[src/rtl/mux4_rr_arbiter.sv]
// mux4_rr_arbiter: round-robin arbiter and select sequencer for a shared 4:1 transmission-gate mux.
// Optional feature: define MUX_ARB_LOCK_EN to add the lock port that extends the current grant.
module mux4_rr_arbiter #(
    parameter int HOLD_CYCLES = 2
) (
    input  logic       clk,
    input  logic       rst_n,
    input  logic [3:0] req,
    input  logic       mux_in,
`ifdef MUX_ARB_LOCK_EN
    input  logic       lock,
`endif
    output logic       s0,
    output logic       s1,
    output logic [3:0] gnt,
    output logic       valid,
    output logic       data_out
);
    typedef enum logic [1:0] {IDLE, SETTLE, XFER} state_t;

    state_t     state, state_n;
    logic [1:0] ptr, ptr_n, sel, sel_n, win;
    logic [3:0] cnt, cnt_n, gnt_n;
    logic       valid_n, data_n, gnt_req, hold_lock;

    assign s1      = sel[1];
    assign s0      = sel[0];
    assign gnt_req = |(req & gnt);
`ifdef MUX_ARB_LOCK_EN
    assign hold_lock = lock;
`else
    assign hold_lock = 1'b0;
`endif

    // Round-robin pick: lowest k such that req[(ptr+k)%4] is high wins.
    always_comb begin
        win = ptr;
        for (int k = 3; k >= 0; k--)
            if (req[ptr + 2'(k)]) win = ptr + 2'(k);
    end

    // Next-state and next-output logic; release clears the grant and advances the pointer.
    always_comb begin
        state_n = state;
        gnt_n   = gnt;
        sel_n   = sel;
        cnt_n   = cnt;
        ptr_n   = ptr;
        valid_n = 1'b0;
        data_n  = data_out;
        case (state)
            IDLE: begin
                if (|req) begin
                    gnt_n   = 4'b0001 << win;
                    sel_n   = win;
                    state_n = SETTLE;
                end
            end
            SETTLE: begin
                if (!gnt_req) begin
                    gnt_n   = 4'b0000;
                    ptr_n   = sel + 2'd1;
                    cnt_n   = 4'd0;
                    state_n = IDLE;
                end else begin
                    cnt_n   = 4'(HOLD_CYCLES);
                    state_n = XFER;
                end
            end
            XFER: begin
                if (!gnt_req || (cnt <= 4'd1 && !hold_lock)) begin
                    gnt_n   = 4'b0000;
                    ptr_n   = sel + 2'd1;
                    cnt_n   = 4'd0;
                    state_n = IDLE;
                end else begin
                    cnt_n = (cnt <= 4'd1) ? 4'd1 : cnt - 4'd1;
                end
                if (gnt_req) begin
                    data_n  = mux_in;
                    valid_n = 1'b1;
                end
            end
            default: state_n = IDLE;
        endcase
    end

    // State and output registers; reset aborts any burst immediately.
    always_ff @(posedge clk or negedge rst_n) begin
        if (!rst_n) begin
            state    <= IDLE;
            gnt      <= 4'b0000;
            sel      <= 2'd0;
            cnt      <= 4'd0;
            ptr      <= 2'd0;
            valid    <= 1'b0;
            data_out <= 1'b0;
        end else begin
            state    <= state_n;
            gnt      <= gnt_n;
            sel      <= sel_n;
            cnt      <= cnt_n;
            ptr      <= ptr_n;
            valid    <= valid_n;
            data_out <= data_n;
        end
    end
endmodule

[config.mk]
export PLATFORM = sky130hd
export DESIGN_NAME = mux4_rr_arbiter
export DESIGN_NICKNAME = d
export VERILOG_FILES = /design/src/rtl/mux4_rr_arbiter.sv
export SDC_FILE = /design/constraint.sdc
export NUM_CORES = 1
export LEC_CHECK = 0
export ABC_AREA = 1
export CAP_MARGIN = 20
export CORE_MARGIN = 2
export CORE_UTILIZATION = 40
export DETAILED_ROUTE_END_ITERATION = 10
export SETUP_SLACK_MARGIN = 0.4
export SKIP_LAST_GASP = 1
export SYNTH_ARGS = -nofsm -noshare
export SYNTH_HDL_FRONTEND = slang
export SYNTH_SLANG_ARGS = --single-unit
[constraint.sdc]
create_clock -name clk -period 1.8 [get_ports clk]
set_input_delay 0.27 -clock clk [delete_from_list [all_inputs] [get_ports clk]]
set_output_delay 0.27 -clock clk [all_outputs]
set_load 0.03 [all_outputs]
==> summary.md <==
| Metric | Value |
|---|---|
| Seq/Total Area, Yosys | `36.0%` |
| Gr ovfl total | `0` |
| CTS Hold Bufs | `0` |
| GP Congestion | `0.809` |
| RR Startpoint | `cnt[0]$_DFFE_PN0N_` |
| CTS clk-pin slew, worst paths | `~100 ps` |
| Synth unique cells | `23` |
| Most common cell after layout, fill and taps aside | `nand2_1` |
| Relative slew slack | `~80%` |
| Routed length per instance | `between 10 and 15 um` |
| Power Total | `~2.8 mW` |
| Clk sinks | `16` |
| # H-tree levels | `1` |
| First-pass GRT wire length | `approximately 4400 um` |
| DRT iter0 DRCs | `19` |
| Die Wd | `56.7 um` |
| Synth Net Count | `166` |
| Cells after Synth | `152` |
| Most frequent cells in the layout | `nand2_1 (41), nand2_2 (19), dfrtp_1 (15), inv_1 (13), nand3_1 (12)` |
| Worst Path Class, Setup | `flop to flop` |
| Reg2Reg Setup Slack | `180 ps` |
| P_leak | `approximately 0.8 nW` |
| Register bit total from synthesis | `16` |
| Total GRT Usage | `17.3%` |
| Sequential cell area | `402 sq um` |
| Final core occ | `between 50% and 60%` |
| Via count | `1021` |
| Initial Utilization | `between 40% and 50%` |
| Worst slew pin tran | `between 300 and 400 ps` |
| Setup TNS | `0 ps` |
| HPWL after DPL | `1790 um` |
| CTS tree | `done` |
| Setup violators final | `0` |
| Cell Count Post-Placement | `196` |
| WL final | `between 2000 and 3000 um` |
| R2R Path End | `ptr[0]$_DFFE_PN0P_` |
| Hold slack | `between 200 and 300 ps` |
| CP required | `between 1500 and 2000 ps` |
| Crit-path max FO | `4` |
| Vias in the first global route | `roughly 1100` |
| Initial antenna violation count | `0` |
| Vert. Die Dim | `about 57 um` |
| CTS buffer count | `3` |
| Avg Vias per Cell | `~4.8` |
| I/O pin count | `15` |
| PortBufs | `14` |
| Fin nets | `just under 200` |
| Crit. End Element | `flop` |
| Area delta synth->final | `40.2%` |
| # DRC | `0` |
| Clock Tree Buf Depth | `2` |
| # fillers | `~250` |
| Largest net degree at the start of global routing | `17` |
| Worst vdd ir | `around 1.0 mV` |
| Crit share post-route | `roughly 90%` |
| Reg2Reg Depth | `10` |
| Final min period | `about 1600 ps` |
| Num rows | `19` |
| Crit path arrival time | `1820 ps` |
| Clock Skew | `roughly 8.3 ps` |
| Syn Area/Cell | `7.31 sq um` |
| Max_cap viols | `0` |
| Hold crit path type | `input pin to asynchronous set/reset pin` |
| Yosys warns | `0` |
| Detail Route Antenna Nets | `0` |
| Die ar. | `between 0.003 and 0.004 sq mm` |
| Max frequency | `around 600 MHz` |
| Multi-input gate area | `~760 sq um` |
| Hold Vio Cnt, Final | `0` |
| Antenna diodes | `0` |
| RSZ-0062 raised after global routing | `yes` |
| PwrDens | `between 1500 and 2000 mW/mm^2` |
| CORE AREA | `0.00269 sq mm` |
| Max-slew violation count | `0` |
| Status | `finished clean` |
| Root Driver | `clkbuf_4` |
| TritonRoute pass-1 iters | `4` |
| Final Non-Filler Cells | `212` |
| Skew-Pair Late Insertion Delay | `between 200 and 300 ps` |
| Synthesized area | `about 0.0011 sq mm` |
| Startpoint Class | `flop` |
| Layout cells sized above 1 | `around two fifths` |
[flip-flops by register name, summed over array words and instances (netlist names)]
register,flops
state,2
valid,1
gnt,4
cnt,4
data_out,1
ptr,2
sel,2
[critical path: stages, from the launching register on]
cell and delay, ps:
dfrtp_1 410, buf_4 150, ha_4 160, nor2_4 100, nor3_2 50, nor2_1 140, nand2_2 100, buf_4 160
nand2_4 70, nor2_4 40, o21a_1 160
[worst max path at each step]
stage / start / to / cells after the start
finish: cnt[0]$_DFFE_PN0N_ / ptr[0]$_DFFE_PN0P_ / 10
global route: cnt[0]$_DFFE_PN0N_ / ptr[0]$_DFFE_PN0P_ / 10
CTS: cnt[1]$_DFFE_PN0N_ / gnt[2]$_DFFE_PN0P_ / 10
detailed placement: req[3] / ptr[0]$_DFFE_PN0P_ / 10
global placement: req[3] / ptr[0]$_DFFE_PN0P_ / 10
floorplan: cnt[0]$_DFFE_PN0N_ / ptr[0]$_DFFE_PN0P_ / 10
[Yosys cell counts]
cell       n  area (sq um)
inv_2      1          3.75
inv_1     18          67.6
nand2_1   50           188
nor2_1     7          26.3
buf_6      1          11.3
nand3_1   15          75.1
xor2_1     2          17.5
dfrtp_1   16           400
a21oi_1    3          15.0
o21ai_2    1          8.76
o21ai_1    1          5.00
nand4_1    3          18.8
o21ai_0    4          20.0
nor3_4     1          16.3
mux2_2     1          11.3
clkbuf_1   1          3.75
nand2_4    1          11.3
ha_1       7          87.6
nor2_2     3          18.8
inv_8      1          11.3
nor3_1     1          5.00
nand2_2   13          81.3
o21a_1     1          7.51
[cell type report]
class	instances	share of cell area, %
repair buffers	27	15.0
well taps	31	2.49
flip-flops and latches	16	25.8
inverters	20	5.78
clock buffers	4	2.33
multi-input cells	114	48.6
[metal layers]
metal  track usage, %  up-vias  routed length [um]
met5                0        -                   0
met4             4.42        0                  26
met3             3.92        4                  57
met2             28.7       11                1330
met1             22.6      476                1180
li1                 -      530                   -
[kinds of logic (layout without fill, tap and decap cells)]
group / after synthesis / count (layout) / share of synthesized area (%)
mux: 1 / 1 / 1.01
compound gates: 10 / 10 / 5.07
buf+inv: 22 / 51 / 8.78
fa+ha+maj: 7 / 7 / 7.88
flops: 16 / 16 / 36.0
xor+xnor: 2 / 2 / 1.58
simple gates: 94 / 94 / 39.6
[through the flow]
step	area, sq um	setup WS (ps)
floorplan	1130	345
global placement	1300	57.3
detailed placement	1300	15.9
CTS	1440	285
global route	1560	118
finish	1560	179
[where the power goes]
| group | internal, mW | switching (mW) | total (mW) |
|---|---|---|---|
| combinational | 0.805 | 1.19 | 1.99 |
| sequential | 0.494 | 0.122 | 0.615 |
| clock | 0.123 | 0.117 | 0.240 |
| total | 1.42 | 1.43 | 2.85 |
[what timing repair did]
action | in CTS | in global routing
setup buffers | 7 | 5
pin swaps | 6 | 12
endpoints found under the setup margin | 21 | 19
resized for setup | 24 | 29
No activity file was read; power rests on OpenSTA's default activity.
